==> config.mk <==
export PLATFORM = sky130hd
export DESIGN_NAME = acl_mode_sequencer
export DESIGN_NICKNAME = d
export VERILOG_FILES = /design/src/rtl/acl_seq_pkg.sv /design/src/rtl/acl_seq_watchdog.sv /design/src/rtl/acl_mode_sequencer.sv
export SDC_FILE = /design/constraint.sdc
export NUM_CORES = 1
export LEC_CHECK = 0
export CAP_MARGIN = 20
export CORE_MARGIN = 1.5
export CORE_UTILIZATION = 50
export CTS_CLUSTER_DIAMETER = 50
export CTS_CLUSTER_SIZE = 28
export DETAILED_ROUTE_END_ITERATION = 8
export PLACE_DENSITY_LB_ADDON = 0.25
export SKIP_CTS_REPAIR_TIMING = 1
export SLEW_MARGIN = 20
export SYNTH_ARGS = -nofsm -noshare
export SYNTH_HDL_FRONTEND = slang
export SYNTH_HIERARCHICAL = 1
export SYNTH_SLANG_ARGS = --single-unit
==> constraint.sdc <==
create_clock -name i_clk_20mhz -period 2.88 [get_ports i_clk_20mhz]
set_input_delay 0.432 -clock i_clk_20mhz [delete_from_list [all_inputs] [get_ports i_clk_20mhz]]
set_output_delay 0.432 -clock i_clk_20mhz [all_outputs]
set_load 0.03 [all_outputs]
==> src/rtl/acl_seq_pkg.sv <==
// Shared types and helpers for the ACL2 mode sequencer.
// States, fault counter limit and switch-pattern decode.
package acl_seq_pkg;

    typedef enum logic [2:0] {
        S_IDLE       = 3'd0,
        S_INIT_REQ   = 3'd1,
        S_INIT_WAIT  = 3'd2,
        S_START_REQ  = 3'd3,
        S_START_DONE = 3'd4,
        S_RUN        = 3'd5,
        S_RESET_REQ  = 3'd6,
        S_FAULT      = 3'd7
    } t_acl_seq_state;

    localparam logic [7:0] c_acl_seq_fault_count_max = 8'd255;

    typedef struct packed {
        logic        valid;
        logic [31:0] onehot;
    } t_mode_pattern;

    // Valid: exactly one bit among the low mode_count bits, nothing above.
    function automatic t_mode_pattern valid_mode_pattern(
        input logic [31:0] switches,
        input int          mode_count
    );
        t_mode_pattern r;
        int            ones;
        logic          high;
        r.onehot = '0;
        ones     = 0;
        high     = 1'b0;
        for (int i = 0; i < 32; i++) begin
            if (i < mode_count) begin
                r.onehot[i] = switches[i];
                if (switches[i]) ones++;
            end else if (switches[i]) begin
                high = 1'b1;
            end
        end
        r.valid = (ones == 1) && !high;
        return r;
    endfunction

endpackage

==> src/rtl/acl_seq_watchdog.sv <==
// Handshake watchdog: counts enabled cycles, flags the last allowed one.
// Clearing on any state change restarts the window.
module acl_seq_watchdog #(
    parameter int PARM_TIMEOUT_CYCLES = 2_000_000
) (
    input  logic clk_i,
    input  logic rst_i,
    input  logic enable_i,
    input  logic clear_i,
    output logic expired_o
);

    localparam int W = $clog2(PARM_TIMEOUT_CYCLES);
    localparam logic [W-1:0] LAST = W'(PARM_TIMEOUT_CYCLES - 1);

    logic [W-1:0] cnt_q, cnt_d;

    always_comb begin
        cnt_d = cnt_q;
        if (clear_i || !enable_i) begin
            cnt_d = '0;
        end else if (cnt_q != LAST) begin
            cnt_d = cnt_q + W'(1);
        end
    end

    always_ff @(posedge clk_i) begin
        if (rst_i) begin
            cnt_q <= '0;
        end else begin
            cnt_q <= cnt_d;
        end
    end

    assign expired_o = enable_i && (cnt_q == LAST);

endmodule

==> src/rtl/acl_mode_sequencer.sv <==
// Switch-driven init/start sequencer for the PMOD ACL2 driver,
// with handshake watchdog, sticky fault and soft-reset on switch change.
module acl_mode_sequencer
    import acl_seq_pkg::*;
#(
    parameter int PARM_MODE_COUNT     = 2,
    parameter int PARM_SW_WIDTH       = 4,
    parameter int PARM_TIMEOUT_CYCLES = 2_000_000
) (
    input  logic                       i_clk_20mhz,
    input  logic                       i_rst_20mhz,
    input  logic                       i_acl_command_ready,
    input  logic [PARM_SW_WIDTH-1:0]   i_switches_debounced,
    output logic [PARM_MODE_COUNT-1:0] o_acl_cmd_init,
    output logic [PARM_MODE_COUNT-1:0] o_acl_cmd_start,
    output logic                       o_acl_cmd_soft_reset,
    output logic [PARM_MODE_COUNT-1:0] o_mode_onehot,
    output logic                       o_reading_inactive,
    output logic                       o_active_init_display,
    output logic                       o_active_run_display,
    output logic                       o_fault,
    output logic [7:0]                 o_fault_count
);

    t_acl_seq_state             state_q, state_d;
    logic [PARM_MODE_COUNT-1:0] mode_q, mode_d;
    logic [7:0]                 fcnt_q, fcnt_d;
    t_mode_pattern              pat;
    logic                       run_match;
    logic                       sw_zero;
    logic                       wd_en;
    logic                       wd_clear;
    logic                       wd_expired;

    assign pat       = valid_mode_pattern(32'(i_switches_debounced), PARM_MODE_COUNT);
    assign run_match = pat.valid && (pat.onehot == 32'(mode_q));
    assign sw_zero   = (i_switches_debounced == '0);
    assign wd_en     = (state_q == S_INIT_REQ) || (state_q == S_INIT_WAIT) ||
                       (state_q == S_START_REQ) || (state_q == S_RESET_REQ);
    assign wd_clear  = (state_d != state_q);

    acl_seq_watchdog #(
        .PARM_TIMEOUT_CYCLES(PARM_TIMEOUT_CYCLES)
    ) u_watchdog (
        .clk_i     (i_clk_20mhz),
        .rst_i     (i_rst_20mhz),
        .enable_i  (wd_en),
        .clear_i   (wd_clear),
        .expired_o (wd_expired)
    );

    always_comb begin
        state_d = state_q;
        mode_d  = mode_q;
        fcnt_d  = fcnt_q;
        unique case (state_q)
            S_IDLE: begin
                if (i_acl_command_ready && pat.valid) begin
                    state_d = S_INIT_REQ;
                    mode_d  = pat.onehot[PARM_MODE_COUNT-1:0];
                end
            end
            S_INIT_REQ:   if (!i_acl_command_ready) state_d = S_INIT_WAIT;
            S_INIT_WAIT:  if (i_acl_command_ready) state_d = S_START_REQ;
            S_START_REQ:  if (!i_acl_command_ready) state_d = S_START_DONE;
            S_START_DONE: state_d = S_RUN;
            S_RUN:        if (!run_match) state_d = S_RESET_REQ;
            S_RESET_REQ:  if (i_acl_command_ready) state_d = S_IDLE;
            S_FAULT: begin
                if (i_acl_command_ready && sw_zero) state_d = S_IDLE;
            end
            default:      state_d = S_IDLE;
        endcase
        // Timeout beats any handshake edge seen in the same cycle.
        if (wd_expired) state_d = S_FAULT;
        if (state_d == S_RESET_REQ || state_d == S_FAULT) mode_d = '0;
        if (state_d == S_FAULT && state_q != S_FAULT &&
            fcnt_q != c_acl_seq_fault_count_max) begin
            fcnt_d = fcnt_q + 8'd1;
        end
    end

    always_ff @(posedge i_clk_20mhz) begin
        if (i_rst_20mhz) begin
            state_q <= S_IDLE;
            mode_q  <= '0;
            fcnt_q  <= '0;
        end else begin
            state_q <= state_d;
            mode_q  <= mode_d;
            fcnt_q  <= fcnt_d;
        end
    end

    assign o_acl_cmd_init        = (state_q == S_INIT_REQ) ? mode_q : '0;
    assign o_acl_cmd_start       = (state_q == S_START_REQ) ? mode_q : '0;
    assign o_acl_cmd_soft_reset  = (state_q == S_RESET_REQ) || (state_q == S_FAULT);
    assign o_mode_onehot         = mode_q;
    assign o_reading_inactive    = (state_q == S_IDLE);
    assign o_active_init_display = (state_q == S_INIT_REQ) || (state_q == S_INIT_WAIT) ||
                                   (state_q == S_START_REQ) || (state_q == S_START_DONE);
    assign o_active_run_display  = (state_q == S_RUN);
    assign o_fault               = (state_q == S_FAULT);
    assign o_fault_count         = fcnt_q;

endmodule
# [Word level (Yosys, flattened, before mapping)]
# Index checks and enable logic that the tools add are counted.
[totals] elab_cells=59 register_bits=34
[classes] eq_ne=16 reduce_logical=21 mux=15 n_addsub=3
[ops] operator="$add 32x2->32 const B" count=1
[ops] operator="$eq 32x2->1 const B" count=1
[ops] operator="$mux 32" count=1
[ops] operator="$mux 3" count=8
[ops] operator="$pmux 3 s8" count=1
[ops] operator="$add 21x1->21 const B" count=1
[ops] operator="$eq 21x21->1 const B" count=1
[ops] operator="$ne 21x21->1 const B" count=1
[ops] operator="$eq 3x3->1 const B" count=6
[ops] operator="$add 8x1->8 const B" count=1
[ops] operator="$ne 8x8->1 const B" count=1
[ops] operator="$logic_and 1x1->1" count=7
[ops] operator="$logic_or 1x1->1" count=7
[ops] operator="$eq 3x2->1 const B" count=2
[ops] operator="$logic_not 4->1" count=1
[ops] operator="$mux 2" count=2
[ops] operator="$reduce_or 2->1" count=2
[ops] operator="$eq 3x1->1 const B" count=1
[ops] operator="$logic_not 3->1" count=1
[ops] operator="$mux 1" count=3
[ops] operator="$ne 3x3->1" count=1
[ops] operator="$ne 3x3->1 const B" count=1
[ops] operator="$eq 2x2->1" count=1
[ops] operator="$logic_not 1->1" count=2
[ops] operator="$reduce_and 2->1" count=1

# [Logic depth before layout (Yosys ltp)]
# Gate-level depths: netlist of run 1.
[depth] word_depth=12 mapped_depth=16

# [By module]
# The synthesis of run 1 kept the hierarchy.
[modules_own_cells] mod="acl_seq_watchdog" cells_each=126 seq_area_each_um2=420.4 n_inst=1 area_each_um2=1138.6
[modules_own_cells] mod="acl_mode_sequencer" cells_each=115 seq_area_each_um2=260.2 n_inst=1 area_each_um2=963.4

# [Least setup slack after synthesis of run 1]
# Ideal clock, no wire load.
[synth_timing] path_type="register -> register" from="register u_watchdog.cnt_q[0]" to="register u_watchdog.cnt_q[18]" stages_incl_launch_ff=16 period_less_slack_ns=3.138 setup_time_ns=0.071 path_buffers=4 t_arrival_ns=3.067 slack_ns=-0.258 cell_sequence="dfxtp_1 -> ha_1 -> and3_1 -> buf_4 -> nand2_4 -> or3_1 -> buf_2 -> nor2_1 -> a31oi_1 -> o211ai_1 -> xnor2_1 -> nand3_1 -> or3b_2 -> clkbuf_1 -> clkbuf_1 -> a21oi_1"
[synth_via] elab_chain_cells=6
[synth_rtl] item="from (decl)" line="acl_seq_watchdog.sv:16" rtl="logic [W-1:0] cnt_q, cnt_d;"
[synth_rtl] item="from (signal assigned)" line="acl_seq_watchdog.sv:31" rtl="cnt_q <= cnt_d;"
[synth_rtl] item="$eq 21x21->1" line="acl_seq_watchdog.sv:35" rtl="assign expired_o = enable_i && (cnt_q == LAST);"
[synth_rtl] item="$logic_and 1x1->1" line="acl_seq_watchdog.sv:35"
[synth_rtl] item="via wd_expired" line="acl_mode_sequencer.sv:33" rtl="logic wd_expired;"
[synth_rtl] item="$mux 3" line="acl_mode_sequencer.sv:75" rtl="if (wd_expired) state_d = S_FAULT;"
[synth_rtl] item="$ne 3x3->1" line="acl_mode_sequencer.sv:40" rtl="assign wd_clear = (state_d != state_q);"
[synth_rtl] item="via wd_clear" line="acl_mode_sequencer.sv:32" rtl="logic wd_clear;"
[synth_rtl] item="$logic_or 1x1->1" line="acl_seq_watchdog.sv:20" rtl="if (clear_i || !enable_i) begin"
[synth_rtl] item="$reduce_or 2->1 (no source line)"
# The timed path passes the listed nets, and every way through them passes these cells.
# A chain may end at the register's enable or synchronous reset.

# [Worst setup path in the final report of run 1]
[layout_timing] from="input port i_switches_debounced[0]" to="register u_watchdog.cnt_q[17]"
[layout_via] elab_chain_cells=12
[layout_rtl] item="from (decl)" line="acl_mode_sequencer.sv:13" rtl="input logic [PARM_SW_WIDTH-1:0] i_switches_debounced,"
[layout_rtl] item="$mux 1" line="acl_seq_pkg.sv:37" rtl="if (switches[i]) ones++;"
[layout_rtl] item="$add 32x2->32" line="acl_seq_pkg.sv:37"
[layout_rtl] item="$mux 32" line="acl_seq_pkg.sv:37"
[layout_rtl] item="$eq 32x2->1" line="acl_seq_pkg.sv:42" rtl="r.valid = (ones == 1) && !high;"
[layout_rtl] item="$logic_and 1x1->1" line="acl_seq_pkg.sv:42"
[layout_rtl] item="$logic_and 1x1->1, on equally long branches" line="acl_mode_sequencer.sv:36, acl_mode_sequencer.sv:58"
[layout_rtl] item="$mux 3, on equally long branches" line="acl_mode_sequencer.sv:67, acl_mode_sequencer.sv:58"
[layout_rtl] item="$pmux 3 s8 *" line="acl_mode_sequencer.sv:56" rtl="unique case (state_q)"
[layout_rtl] item="$mux 3 *" line="acl_mode_sequencer.sv:75"
[layout_rtl] item="$ne 3x3->1 *" line="acl_mode_sequencer.sv:40"
[layout_rtl] item="via wd_clear" line="acl_mode_sequencer.sv:32"
[layout_rtl] item="$logic_or 1x1->1 *" line="acl_seq_watchdog.sv:20"
[layout_rtl] item="$reduce_or 2->1 (no source line) *"
# The timed path passes the listed nets; every way through them passes the cells marked *.

==> reports/results.ini, run 1 <==
[status]
status=complete, no violations

[global_route]
grt_antenna_before_repair=0
groute.usage.overall_pct=21.3
grt_overflow=0
grt_pass1_wl_um=7460
grt_max_degree=21
grt_pass1_vias=1614

[clock_tree]
clkLatencyLatePin_ns=0.28
clockBufferDepth=2
clk_pin_slew_ns=0.06
clock-sinks=34
numCtsBuffers=5
root_buffer=clkbuf_8
htreeDepth=2
cts_tree=yes

[synth]
synthMuxAreaShare_pct=3.69
synth_top_family_by_area=simple AND/OR/NAND/NOR gates
synth_adder_area_share_pct=1.79
synthesis.area_um2=2100
synthFlopType=dfxtp_1
avgSynthCellArea_um2=8.72
synth_compound_area_share_pct=13.9
synthArstFlopShare_pct=0
yosysWarnings=6
yosys.area_share.simple_pct=37.2
yosysSeqAreaShare_pct=32.4
synth.distinct_cells=55
synth_area_leaders=dfxtp_1 32%, nor2_1 4.3%, a21oi_1 3.3%
synth_top_area_share_pct=32.4
synth_edf_count=0
synthXorXnorAreaFrac_pct=5.00
syn_nets=251
synth_top_cell_by_area=dfxtp_1
synthCells=241
ys_ff_latch=34

[layout]
multi_input_comb_area_um2=1330
layout-drive-gt1-share_pct=23.0
diodes=0
fill_cells=346
layout.nets=300
fin_util_pct=66.2
syn_to_final_growth_pct=26.8
ff_latch_area_um2=688

[sta]
final-setup-viol-count=0
final.min_clock_period_ns=2.69
fmax_mhz=372
final-max-slew-violation-count=0
worst_slack_ns=0.191
grt_setup_unrepaired=false
fin_crit_sh_pct=93.4
hold_viol_final=0
skew_ns=0.00655
tightest_slew_ns=0.477
slew_headroom_pct=68.2

[power]
leakagePower_nw=0.991
peakVddDrop_mv=0.263
p_per_area_nw_per_um2=361

[floorplan]
start_util_pct=52.2
core_region_area_um2=4030
die_h_um=67.8
io_pins=26
die-area_um2=4600
die_w_um=67.8
rows=23

[min_path]
holdCritPathClass=reg2reg

[critical_path]
crit_path_start_kind=input pin
critPathKind=in2reg
worstPathRequired_ns=3.09
rr_endpoint=u_watchdog/cnt_q[17]
reg2reg_setup_slack_ns=0.21
crit_path_end=u_watchdog/cnt_q[17]
ff2ff_path_depth=12
crit_fanout=8
cp-end-kind=register
arrival_ns=2.90
critPathLaunch=i_switches_debounced[0]
rr_startpoint=u_watchdog/cnt_q[1]

[routing]
drt_iter0_drc=90
wl_um=4560
antenna_left=0
wl_per_cell_um=13.4
vias=1910
drt-vias-per-instance=5.60
drc=0
dr.pass1.iters=4

[placed_design]
hpwl_um=3380
port_buffers=25
place.gp.congestion=0.807
pre_cts_ws_ns=-0.290

[job]
drv_cap=0

-- cells in the mapped netlist (7+ instances only) --
cell type and instances:
dfxtp_1 34, a21oi_1 14, o21ai_0 8, nor3_1 8, a31oi_1 7, nand3_1 11
nand2_1 12, nor2_1 24, inv_1 7, nand4_1 7, and3_1 10
-- where the power goes --
part | leakage, nW | switching (mW) | internal, mW
combinational | 0.673 | 0.0772 | 0.0689
sequential | 0.276 | 0.00762 | 0.474
clock | 0.0426 | 0.169 | 0.166
-- layout by cell type, fill, tap and decap left out, drive strengths merged, types with 3 or more instances in the layout --
master         synthesis  layout
a211oi                 3       3
a21oi                 14      14
a31oi                  8       8
and3                  11      11
and4                   3       3
buf                   10      30
clkbuf                 3       6
clkdlybuf4s50          0      25
clkinv                 1       3
dfxtp                 34      34
ha                     3       3
inv                    7       7
mux2                   6       6
nand2                 14      14
nand2b                 4       4
nand3                 14      14
nand4                  9       9
nor2                  24      24
nor2b                  6       6
nor3                   9       9
nor3b                  4       4
nor4b                  6       6
o21ai                  8       8
o31ai                  4       4
or3                    6       6
or4                    4       4
xnor2                  6       6
xor2                   6       6
-- layout make-up --
cell class                      count  area share, %
Inverter                            8           1.17
Clock inverter                      2          0.328
Multi-Input combinational cell    186           49.8
Tap cell                           50           2.35
Timing Repair Buffer               55           17.8
Sequential cell                    34           25.8
Clock buffer                        6           2.72
-- layer usage --
layer	routed length, um	GRT usage, %	vias up
met5	0	0	-
met4	40	5.25	0
met3	156	4.77	4
met2	2030	32.1	29
met1	2330	30.9	895
li1	-	-	982
-- cells by family after synthesis --
group,count (synthesis)
XOR/XNOR,12
adder cells (fa/ha/maj),3
multiplexers,7
AND/OR/NAND/NOR,122
buffers and inverters,21
flip-flops,34
AO/OA/AOI/OAI,42
-- how the worst min path moves through the flow --
stage / from / to / slack, ns / depth (start not counted)
after floorplan: u_watchdog/cnt_q[19] / u_watchdog/cnt_q[19] / 0.46 / 2
after global placement: u_watchdog/cnt_q[19] / u_watchdog/cnt_q[19] / 0.47 / 2
after detailed placement: u_watchdog/cnt_q[19] / u_watchdog/cnt_q[19] / 0.49 / 2
after CTS: u_watchdog/cnt_q[19] / u_watchdog/cnt_q[19] / 0.49 / 2
after global routing: u_watchdog/cnt_q[19] / u_watchdog/cnt_q[19] / 0.51 / 2
final: u_watchdog/cnt_q[19] / u_watchdog/cnt_q[19] / 0.50 / 2
-- sequential cells by signal, indices dropped and copies added (netlist names) --
name and count:
o_fault_count 8, o_mode_onehot 2, state_q 3, u_watchdog/cnt_q 21
-- critical path, stage by stage --
cell and delay [ns]:
clkdlybuf4s50_1 0.48, inv_1 0.06, ha_1 0.30, nor3b_2 0.18, nand4_2 0.09, a31oi_2 0.09, nor3b_2 0.24, xor2_1 0.17
nand3_1 0.10, or3b_4 0.45, buf_4 0.19, a21oi_1 0.12
-- stage by stage --
stage,TNS [ns],total power [mW],hold WS [ns],cell area (um^2),std cells
finish,0,0.963,0.496,2670,341
floorplan,0,0.585,0.458,2160,241
CTS,-0.0970,0.972,0.493,2650,341
detailed placement,-4.26,0.634,0.486,2570,333
global route,0,1.01,0.512,2670,341
global placement,-3.89,0.632,0.474,2570,333
No activity file was read; power rests on OpenSTA's default activity.
==> run 2, diff against run 1 <==
Settings changed: CORE_UTILIZATION 50 to 52, CTS_BUF_LIST set to sky130_fd_sc_hd__clkbuf_4.
==> run 2 against run 1 <==
Setup slack got worse by 0.081 ns. Power decreased by 1.1%. Die area decreased by 3.7%. Sequential power about the same. Via count increased by 0.10%. Clock-buffer cell count decreased by 1. Clock skew increased by 0.0015 ns. First-iteration DRC count increased by 14%. Critical path type is now reg2reg. Highest routed layer unchanged.
==> reports/results.ini, run 2 (same netlist as run 1, synthesis figures left out) <==
[status]
status=complete, no violations

[sta]
hold_viol_final=0  ; unchanged
skew_ns=0.00809  ; +0.00154 ns
final-max-slew-violation-count=0  ; unchanged
hold_ws_ns=0.508  ; +0.0115 ns
tightest_slew_ns=0.480  ; +0.00286 ns
final-setup-viol-count=0  ; unchanged
fmax_mhz=361  ; -2.9%
slew_headroom_pct=68.0  ; -0.19 points
fin_crit_sh_pct=96.2  ; +2.8 points
final.min_clock_period_ns=2.77  ; +0.0810 ns
worst_slack_ns=0.110  ; -0.0810 ns

[power]
leakagePower_nw=0.981  ; -1.0%
peakVddDrop_mv=0.228  ; -13%
p_per_area_nw_per_um2=359  ; -0.50%

[routing]
drc=0  ; unchanged
wl_per_cell_um=14.0  ; +4.4%
wl_um=4700  ; +3.2%
drt-vias-per-instance=5.67  ; +1.3%
vias=1912  ; +0.10%
dr.pass1.iters=4  ; unchanged
antenna_left=0  ; unchanged
drt_iter0_drc=103  ; +14%

[critical_path]
rr_endpoint=u_watchdog/cnt_q[20]
rr_startpoint=u_watchdog/cnt_q[0]
worstPathRequired_ns=3.14  ; +0.05 ns
critPathKind=reg2reg
crit_fanout=8  ; unchanged
arrival_ns=3.03  ; +0.13 ns
ff2ff_path_depth=12  ; unchanged
cp-end-kind=register
crit_path_start_kind=register
critPathLaunch=u_watchdog/cnt_q[0]
reg2reg_setup_slack_ns=0.11  ; -0.10 ns
crit_path_end=u_watchdog/cnt_q[20]

[placed_design]
hpwl_um=3510  ; +3.7%
place.gp.congestion=0.821  ; +1.8%
port_buffers=25  ; unchanged
pre_cts_ws_ns=-0.320  ; -0.0298 ns

[global_route]
grt_overflow=0  ; unchanged
grt_antenna_before_repair=0  ; unchanged
grt_pass1_wl_um=7870  ; +5.5%
groute.usage.overall_pct=23.3  ; +2.0 points
grt_pass1_vias=1720  ; +6.6%
grt_max_degree=22  ; +4.8%

[layout]
top_register=u_watchdog/cnt_q
layout-drive-gt1-share_pct=22.5  ; -0.53 points
syn_to_final_growth_pct=26.1
layout.nets=299  ; -0.33%
diodes=0  ; unchanged
final_cell_mix=32 x dfxtp_1, 29 x buf_4, 25 x clkdlybuf4s50_1, 23 x nor2_1, 14 x a21oi_1
layout_commonest_cell=dfxtp_1
largest_reg_flops=21  ; unchanged

[floorplan]
start_util_pct=55.7  ; +3.6 points
die_w_um=66.6  ; -1.9%
io_pins=26  ; unchanged
rows=22  ; -4.3%
die_h_um=66.6  ; -1.9%
core_region_area_um2=3770  ; -6.4%
die-area_um2=4430  ; -3.7%

[job]
drv_cap=0  ; unchanged

[clock_tree]
root_buffer=clkbuf_4
clock-sinks=34  ; unchanged
clkLatencyLatePin_ns=0.33  ; +0.05 ns
clk_pin_slew_ns=0.10  ; +0.04 ns
numCtsBuffers=5  ; unchanged
htreeDepth=2  ; unchanged
clockBufferDepth=2  ; unchanged
cts_tree=yes

[min_path]
holdCritPathClass=reg2reg

[run 2: worst max-delay path: stages, from the launching register on]
cell      delay (ns)
dfxtp_4         0.40
ha_4            0.15
and3_2          0.22
nand2_4         0.06
or3_1           0.45
nor2_4          0.15
a31oi_1         0.05
o211ai_1        0.15
xnor2_1         0.15
nand3_1         0.13
or3b_4          0.48
buf_4           0.19
a21oi_1         0.12
[run 2: per-layer routing]
metal | vias up | GRT usage (%) | wire (um)
met4 | 0 | 7.40 | 59
li1 | 977 | - | -
met5 | - | 0 | 0
met1 | 885 | 32.8 | 2310
met2 | 45 | 35.9 | 2140
met3 | 5 | 4.56 | 191
[run 2: power by group]
| group | internal, mW | leakage [nW] | switching (mW) | total (mW) |
|---|---|---|---|---|
| Sequential | 0.474 | 0.276 | 0.00808 | 0.482 |
| Combinational | 0.0626 | 0.667 | 0.0772 | 0.140 |
| Clock | 0.175 | 0.0387 | 0.155 | 0.331 |
[run 2: how the worst min path moves through the flow]
stage          slack (ns)  cells after the start                 start              endpoint
2_1_floorplan        0.46                      2  u_watchdog/cnt_q[19]  u_watchdog/cnt_q[19]
3_5_place_dp         0.49                      2  u_watchdog/cnt_q[19]  u_watchdog/cnt_q[19]
5_1_grt              0.53                      2  u_watchdog/cnt_q[19]  u_watchdog/cnt_q[19]
3_3_place_gp         0.48                      2  u_watchdog/cnt_q[19]  u_watchdog/cnt_q[19]
6_report             0.51                      2  u_watchdog/cnt_q[19]  u_watchdog/cnt_q[19]
4_1_cts              0.51                      2  u_watchdog/cnt_q[19]  u_watchdog/cnt_q[19]
[run 2: cell type report]
class,instances,area (um^2)
clock inverter,2,33.8
timing repair buffer,54,468
sequential,34,688
multi-input combinational,186,1330
tap,48,60.1
fill,304,1120
clock buffer,5,37.5
inverter,8,31.3
[run 2: metrics by stage]
step / std cells / setup TNS, ns / total power [mW] / instance area, um^2 / util (%)
detailed placement: 330 / -5.05 / 0.627 / 2560 / 67.9
floorplan: 241 / 0 / 0.585 / 2160 / -
global route: 337 / -0.0106 / 0.993 / 2650 / 70.3
global placement: 330 / -3.50 / 0.624 / 2560 / 67.9
CTS: 337 / -0.0204 / 0.957 / 2630 / 69.8
finish: 337 / 0 / 0.952 / 2650 / 70.3
